===== src/rtl/mux8_sched_pkg.sv =====
// Shared definitions for the mux8 round-robin scheduler.
//   N_REQ  : number of requesters sharing the bit-select datapath
//   SEL_W  : width of the mux select / requester index
//   CNT_W  : width of the per-grant cycle counter
//   state_t: scheduler FSM states
package mux8_sched_pkg;

  localparam int N_REQ = 8;
  localparam int SEL_W = 3;
  localparam int CNT_W = 4;

  typedef enum logic [0:0] {
    S_IDLE  = 1'b0,
    S_GRANT = 1'b1
  } state_t;

endpackage : mux8_sched_pkg


===== src/rtl/mux8_rr_sched_if.sv =====
// Bus between the requester bank and the scheduler.
//   req    : request vector, bit k = requester k
//   data_i : data bits, bit k = requester k
//   sel    : registered mux select (index of the owner)
//   gnt    : registered one-hot grant
//   valid  : registered, high while a grant is active
//   out    : shared output line, data_i[sel] gated by valid
// master = requester bank side, slave = scheduler side.
interface mux8_rr_sched_if;
  import mux8_sched_pkg::*;

  logic [N_REQ-1:0] req;
  logic [N_REQ-1:0] data_i;
  logic [SEL_W-1:0] sel;
  logic [N_REQ-1:0] gnt;
  logic             valid;
  logic             out;

  modport master (
    output req,
    output data_i,
    input  sel,
    input  gnt,
    input  valid,
    input  out
  );

  modport slave (
    input  req,
    input  data_i,
    output sel,
    output gnt,
    output valid,
    output out
  );

endinterface : mux8_rr_sched_if


===== src/rtl/mux8_rr_sched_rr_pick8.sv =====
// Combinational rotate-priority picker.
//   req : request vector
//   ptr : index at which the search starts
//   any : high when at least one request is present
//   idx : first requesting index scanning ptr, ptr+1, ... modulo 8
module rr_pick8
  import mux8_sched_pkg::*;
(
  input  logic [N_REQ-1:0] req,
  input  logic [SEL_W-1:0] ptr,
  output logic             any,
  output logic [SEL_W-1:0] idx
);

  logic [SEL_W-1:0] w_cand;

  // Scan offsets from farthest to nearest so the nearest requester wins.
  always_comb begin
    any    = |req;
    idx    = ptr;
    w_cand = '0;
    for (int i = N_REQ - 1; i >= 0; i--) begin
      // 3-bit addition gives the modulo-8 wrap for free.
      w_cand = ptr + SEL_W'(i);
      if (req[w_cand]) begin
        idx = w_cand;
      end else begin
        idx = idx;
      end
    end
  end

endmodule : rr_pick8


===== src/rtl/mux8_rr_sched.sv =====
// Round-robin scheduler sharing an 8:1 bit-select datapath.
//   HOLD_MAX : maximum consecutive cycles per grant (1..16)
//   clk      : rising-edge clock
//   rst_n    : asynchronous active-low reset
//   bus      : slave side of mux8_rr_sched_if (req/data_i in,
//              sel/gnt/valid/out out)
// A grant ends when the owner drops its request or has held the mux for
// HOLD_MAX cycles; the next winner is loaded on the same edge, so there is
// no idle cycle between back-to-back grants.
module mux8_rr_sched
  import mux8_sched_pkg::*;
#(
  parameter int HOLD_MAX = 4
) (
  input  logic              clk,
  input  logic              rst_n,
  mux8_rr_sched_if.slave    bus
);

  localparam logic [CNT_W-1:0] HOLD_LAST = CNT_W'(HOLD_MAX - 1);

  state_t           r_state;
  logic [SEL_W-1:0] r_sel;
  logic [N_REQ-1:0] r_gnt;
  logic             r_valid;
  logic [SEL_W-1:0] r_ptr;
  logic [CNT_W-1:0] r_cnt;

  logic             w_any;
  logic [SEL_W-1:0] w_idx;
  logic             w_release;
  logic             w_mux;
  logic             w_out;

  rr_pick8 u_pick (
    .req (bus.req),
    .ptr (r_ptr),
    .any (w_any),
    .idx (w_idx)
  );

  assign w_release = ~bus.req[r_sel] | (r_cnt == HOLD_LAST);

  // Scheduler FSM: grant bookkeeping and registered outputs.
  always_ff @(posedge clk or negedge rst_n) begin
    if (!rst_n) begin
      r_state <= S_IDLE;
      r_sel   <= '0;
      r_gnt   <= '0;
      r_valid <= 1'b0;
      r_ptr   <= '0;
      r_cnt   <= '0;
    end else begin
      case (r_state)
        S_IDLE: begin
          if (w_any) begin
            r_state <= S_GRANT;
            r_gnt   <= N_REQ'(1) << w_idx;
            r_sel   <= w_idx;
            r_valid <= 1'b1;
            r_cnt   <= '0;
            r_ptr   <= w_idx + SEL_W'(1);
          end else begin
            r_state <= S_IDLE;
          end
        end
        S_GRANT: begin
          if (!w_release) begin
            r_cnt <= r_cnt + CNT_W'(1);
          end else if (w_any) begin
            // A lone owner is found again by the wrapped search and
            // regranted with a fresh count.
            r_state <= S_GRANT;
            r_gnt   <= N_REQ'(1) << w_idx;
            r_sel   <= w_idx;
            r_valid <= 1'b1;
            r_cnt   <= '0;
            r_ptr   <= w_idx + SEL_W'(1);
          end else begin
            // sel and ptr intentionally keep their values.
            r_state <= S_IDLE;
            r_gnt   <= '0;
            r_valid <= 1'b0;
          end
        end
        default: begin
          r_state <= S_IDLE;
          r_gnt   <= '0;
          r_valid <= 1'b0;
          r_cnt   <= '0;
        end
      endcase
    end
  end

  // Shared 8:1 bit-select mux driven by the registered select.
  always @(*) begin
    w_mux = 1'b0;
    case (r_sel)
      3'd0:    w_mux = bus.data_i[0];
      3'd1:    w_mux = bus.data_i[1];
      3'd2:    w_mux = bus.data_i[2];
      3'd3:    w_mux = bus.data_i[3];
      3'd4:    w_mux = bus.data_i[4];
      3'd5:    w_mux = bus.data_i[5];
      3'd6:    w_mux = bus.data_i[6];
      3'd7:    w_mux = bus.data_i[7];
      default: w_mux = 1'b0;
    endcase
  end

  assign w_out     = r_valid & w_mux;
  assign bus.sel   = r_sel;
  assign bus.gnt   = r_gnt;
  assign bus.valid = r_valid;
  assign bus.out   = w_out;

endmodule : mux8_rr_sched


===== src/flat_wrapper.sv =====
// flat-port wrapper written by rule: the top's interface ports become plain ports
module mux8_rr_sched_flat import mux8_sched_pkg::*;
#(
  parameter int HOLD_MAX = 4
)
  (clk, rst_n, bus_req, bus_data_i, bus_sel, bus_gnt, bus_valid, bus_out);
  mux8_rr_sched_if bus_i ();
  input  logic clk;
  input  logic rst_n;
  input wire logic [$bits(bus_i.req)-1:0] bus_req;
  input wire logic [$bits(bus_i.data_i)-1:0] bus_data_i;
  output wire logic [$bits(bus_i.sel)-1:0] bus_sel;
  output wire logic [$bits(bus_i.gnt)-1:0] bus_gnt;
  output wire logic [$bits(bus_i.valid)-1:0] bus_valid;
  output wire logic [$bits(bus_i.out)-1:0] bus_out;
  assign bus_i.req = bus_req;
  assign bus_i.data_i = bus_data_i;
  assign bus_sel = bus_i.sel;
  assign bus_gnt = bus_i.gnt;
  assign bus_valid = bus_i.valid;
  assign bus_out = bus_i.out;
  mux8_rr_sched #(.HOLD_MAX(HOLD_MAX)) u_core (.clk(clk), .rst_n(rst_n), .bus(bus_i));
endmodule

===== config.mk =====
export PLATFORM = sky130hd
export DESIGN_NAME = mux8_rr_sched_flat
export DESIGN_NICKNAME = d
export VERILOG_FILES = /design/src/rtl/mux8_sched_pkg.sv /design/src/rtl/mux8_rr_sched_if.sv /design/src/rtl/mux8_rr_sched_rr_pick8.sv /design/src/rtl/mux8_rr_sched.sv /design/src/flat_wrapper.sv
export SDC_FILE = /design/constraint.sdc
export NUM_CORES = 1
export LEC_CHECK = 0
export ABC_AREA = 1
export BUFFER_PORTS_ARGS = -buffer_cell sky130_fd_sc_hd__buf_2
export CAP_MARGIN = 20
export CORE_AREA = 8 8 99 74
export CTS_CLUSTER_SIZE = 25
export DETAILED_ROUTE_END_ITERATION = 6
export DIE_AREA = 0 0 107 82
export GPL_ROUTABILITY_DRIVEN = 0
export SLEW_MARGIN = 0
export SYNTH_ARGS = -nofsm -noshare
export SYNTH_HDL_FRONTEND = slang
export SYNTH_SLANG_ARGS = --single-unit

===== constraint.sdc =====
create_clock -name clk -period 7.79 [get_ports clk]
set_clock_uncertainty 0.1 [all_clocks]
set_input_delay 0.779 -clock clk [delete_from_list [all_inputs] [get_ports clk]]
set_output_delay 0.779 -clock clk [all_outputs]
set_load 0.1 [all_outputs]

==> flow_summary.ini <==
[critical_path]
crit_fanout = 12
crit_family = adder cells
critical_path_buf_inv_count = 3
crit_path_top_delay_cell = dfrtp_1
worstPathArrival_ns = 3.14
critPathRequiredTime_ns = 7.87
critPathKind = reg -> reg
start_kind = flip-flop
crit_chain = inv_2 -> ha_1 -> inv_2 -> nand3_1 -> nand3_1 -> nand2_1 -> inv_1 -> nand2_1 -> nand2_1 -> nand2_1 -> nand2_1 -> nand2_1 -> nand2_1 -> nand2_1 -> nand2_1 -> ha_1 -> ha_1 -> o21ai_1
crit_path_max_incr_delay_ns = 0.55
crit_top_cell = nand2_1
crit_path_end_kind = flip-flop

[run_status]
status = completed

[detailed_routing]
drc = 0
wl_per_cell_microns = 12.3
vias = 1781
first_pass_iters = 5
drtIter0Drc = 144
drt-total-wl_microns = 4540
antenna_left = 0
viasPerCell = 4.84

[floorplan]
rows = 24
coreArea_sq_um = 5920
io_pins = 31
start_util = 0.287
die_w_microns = 107
die-height_microns = 82
die-area_sq_um = 8770

[global_routing]
busiest_layer = met1
grt_antenna_before_repair = 0
grt_overflow = 0
grt_pass1_wl_microns = 7620
use_met3 = 0.0361
met2_usage = 0.150
grt_util_all_layers = 0.107
grt_max_degree = 21
grt_pass1_vias = 1565
grt_use_met1 = 0.153

[finish]
drive_gt1_frac = 0.210
final_nets = 318
utilization = 0.333
diodes = 0
area_growth_pct = 16.1

[synth]
ys_top_cells_by_area = dfrtp_1, nand2_1, nand3_1
synth_edf_count = 0
synthArstFlopShare = 1.00
synth_ff_type = dfrtp_1
yosysTopAreaCell = dfrtp_1
synth_warnings = 0
syn_area_per_cell_sq_um = 6.51
yosysSeqAreaShare = 0.295
synth_seq_cells = 20
netlist_area_sq_um = 1700
synth_top_cell_area_share = 0.295
synth_nets = 288
ys_types = 29
synth_cells = 261

[placement]
io_buffers = 30
pre_cts_slack_ns = 4.78
dp.final_hpwl_microns = 3580

[clocking]
ctsResizeCount = 0
cts_tree = done
cts_buffers = 3
clk_latency_ns = 0.26
numClockSinks = 20
path_clk_slew_ns = 0.08
h-tree-depth = 1
cts_setup_buffers = 0
cts_max_path_buffers = 2
cts_root_buf = clkbuf_8
ctsHoldBuffers = 0

[timing]
rsz0062_at_grt = no
fin_ws_ns = 4.73
fin_crit_sh = 0.393
final_max_slew_viol_count = 0
period_needed_ns = 3.06
max_slew_margin = 0.675
setup_viol = 0
hold_viol = 0
tightest_slew_ns = 0.491
clock.fmax_ghz = 0.327
fin_setup_tns_ns = 0

[job]
drv_cap = 0

[min_path]
hold_path_class = in -> async
[synthesized netlist by cell type (all sizes together), types with 2 or more instances]
library cell / number
a21oi: 10
a22oi: 2
a31oi: 2
buf: 5
dfrtp: 20
ha: 9
inv: 36
nand2: 107
nand3: 46
nor2: 6
nor3: 2
nor4: 2
o21ai: 7
[final timing paths]
kind	startpoint	to	slack, ns	cells past startpoint
setup / recovery	u_core.r_ptr[0]	u_core.r_ptr[2]	4.73	18
hold / removal	rst_n	u_core.bus.gnt[4]	0.36	1
setup reg to reg	u_core.r_ptr[0]	u_core.r_ptr[2]	4.73	18
hold reg to reg	u_core.bus.gnt[5]	u_core.bus.gnt[5]	0.38	2
max in group asynchronous	rst_n	u_core.r_ptr[2]	6.91	1
min in group clk	u_core.bus.gnt[5]	u_core.bus.gnt[5]	0.38	2
[state kept, by name, summed over array words and instances (netlist names)]
name and flops:
u_core.bus.gnt 8, u_core.bus.valid 1, u_core.bus.sel 3, u_core.r_ptr 3, u_core.r_state 1, u_core.r_cnt 4
[area by class of cell]
class | instances | area (sq um)
Clock buffer | 3 | 41.3
Multi-Input combinational cell | 200 | 1010
Clock inverter | 1 | 30.0
Inverter | 36 | 138
Fill cell | 647 | 3940
Timing Repair Buffer | 30 | 150
Tap cell | 78 | 97.6
Sequential cell | 20 | 500
[per-layer routing]
| layer | up-vias | routed length [microns] |
|---|---|---|
| met4 | 0 | 33 |
| met2 | 72 | 1780 |
| met3 | 6 | 430 |
| met5 | - | 0 |
| li1 | 900 | - |
| met1 | 803 | 2290 |
[stage by stage]
step | cells | hold slack (ns) | cell area [sq um]
final | 368 | 0.361 | 1970
after global routing | 368 | 0.389 | 1970
after CTS | 368 | 0.367 | 1970
after detailed placement | 364 | 0.363 | 1900
after global placement | 364 | 0.364 | 1900
after floorplan | 261 | 0.383 | 1700
[placed cells by master (no fill, tap or decap), drive strengths merged, types with 2 or more instances in the layout]
cell | netlist | final
nand2 | 107 | 107
nand3 | 46 | 46
inv | 36 | 36
buf | 5 | 30
dfrtp | 20 | 20
a21oi | 10 | 10
ha | 9 | 9
o21ai | 7 | 7
nor2 | 6 | 6
clkbuf | 0 | 3
nor4 | 2 | 2
a31oi | 2 | 2
a22oi | 2 | 2
nor3 | 2 | 2
[logic make-up (layout without fill, tap and decap cells)]
logic type	Yosys count	count (layout)	synth area share
compound gates	25	25	0.0980
xor+xnor	2	2	0.0147
fa+ha+maj	9	9	0.0663
buf+inv	41	70	0.108
flops	20	20	0.295
simple gates	164	164	0.419
Power is left out: the tool's default activity adds up to more than one toggle a clock period on the data nets, which glitch-free logic cannot reach.
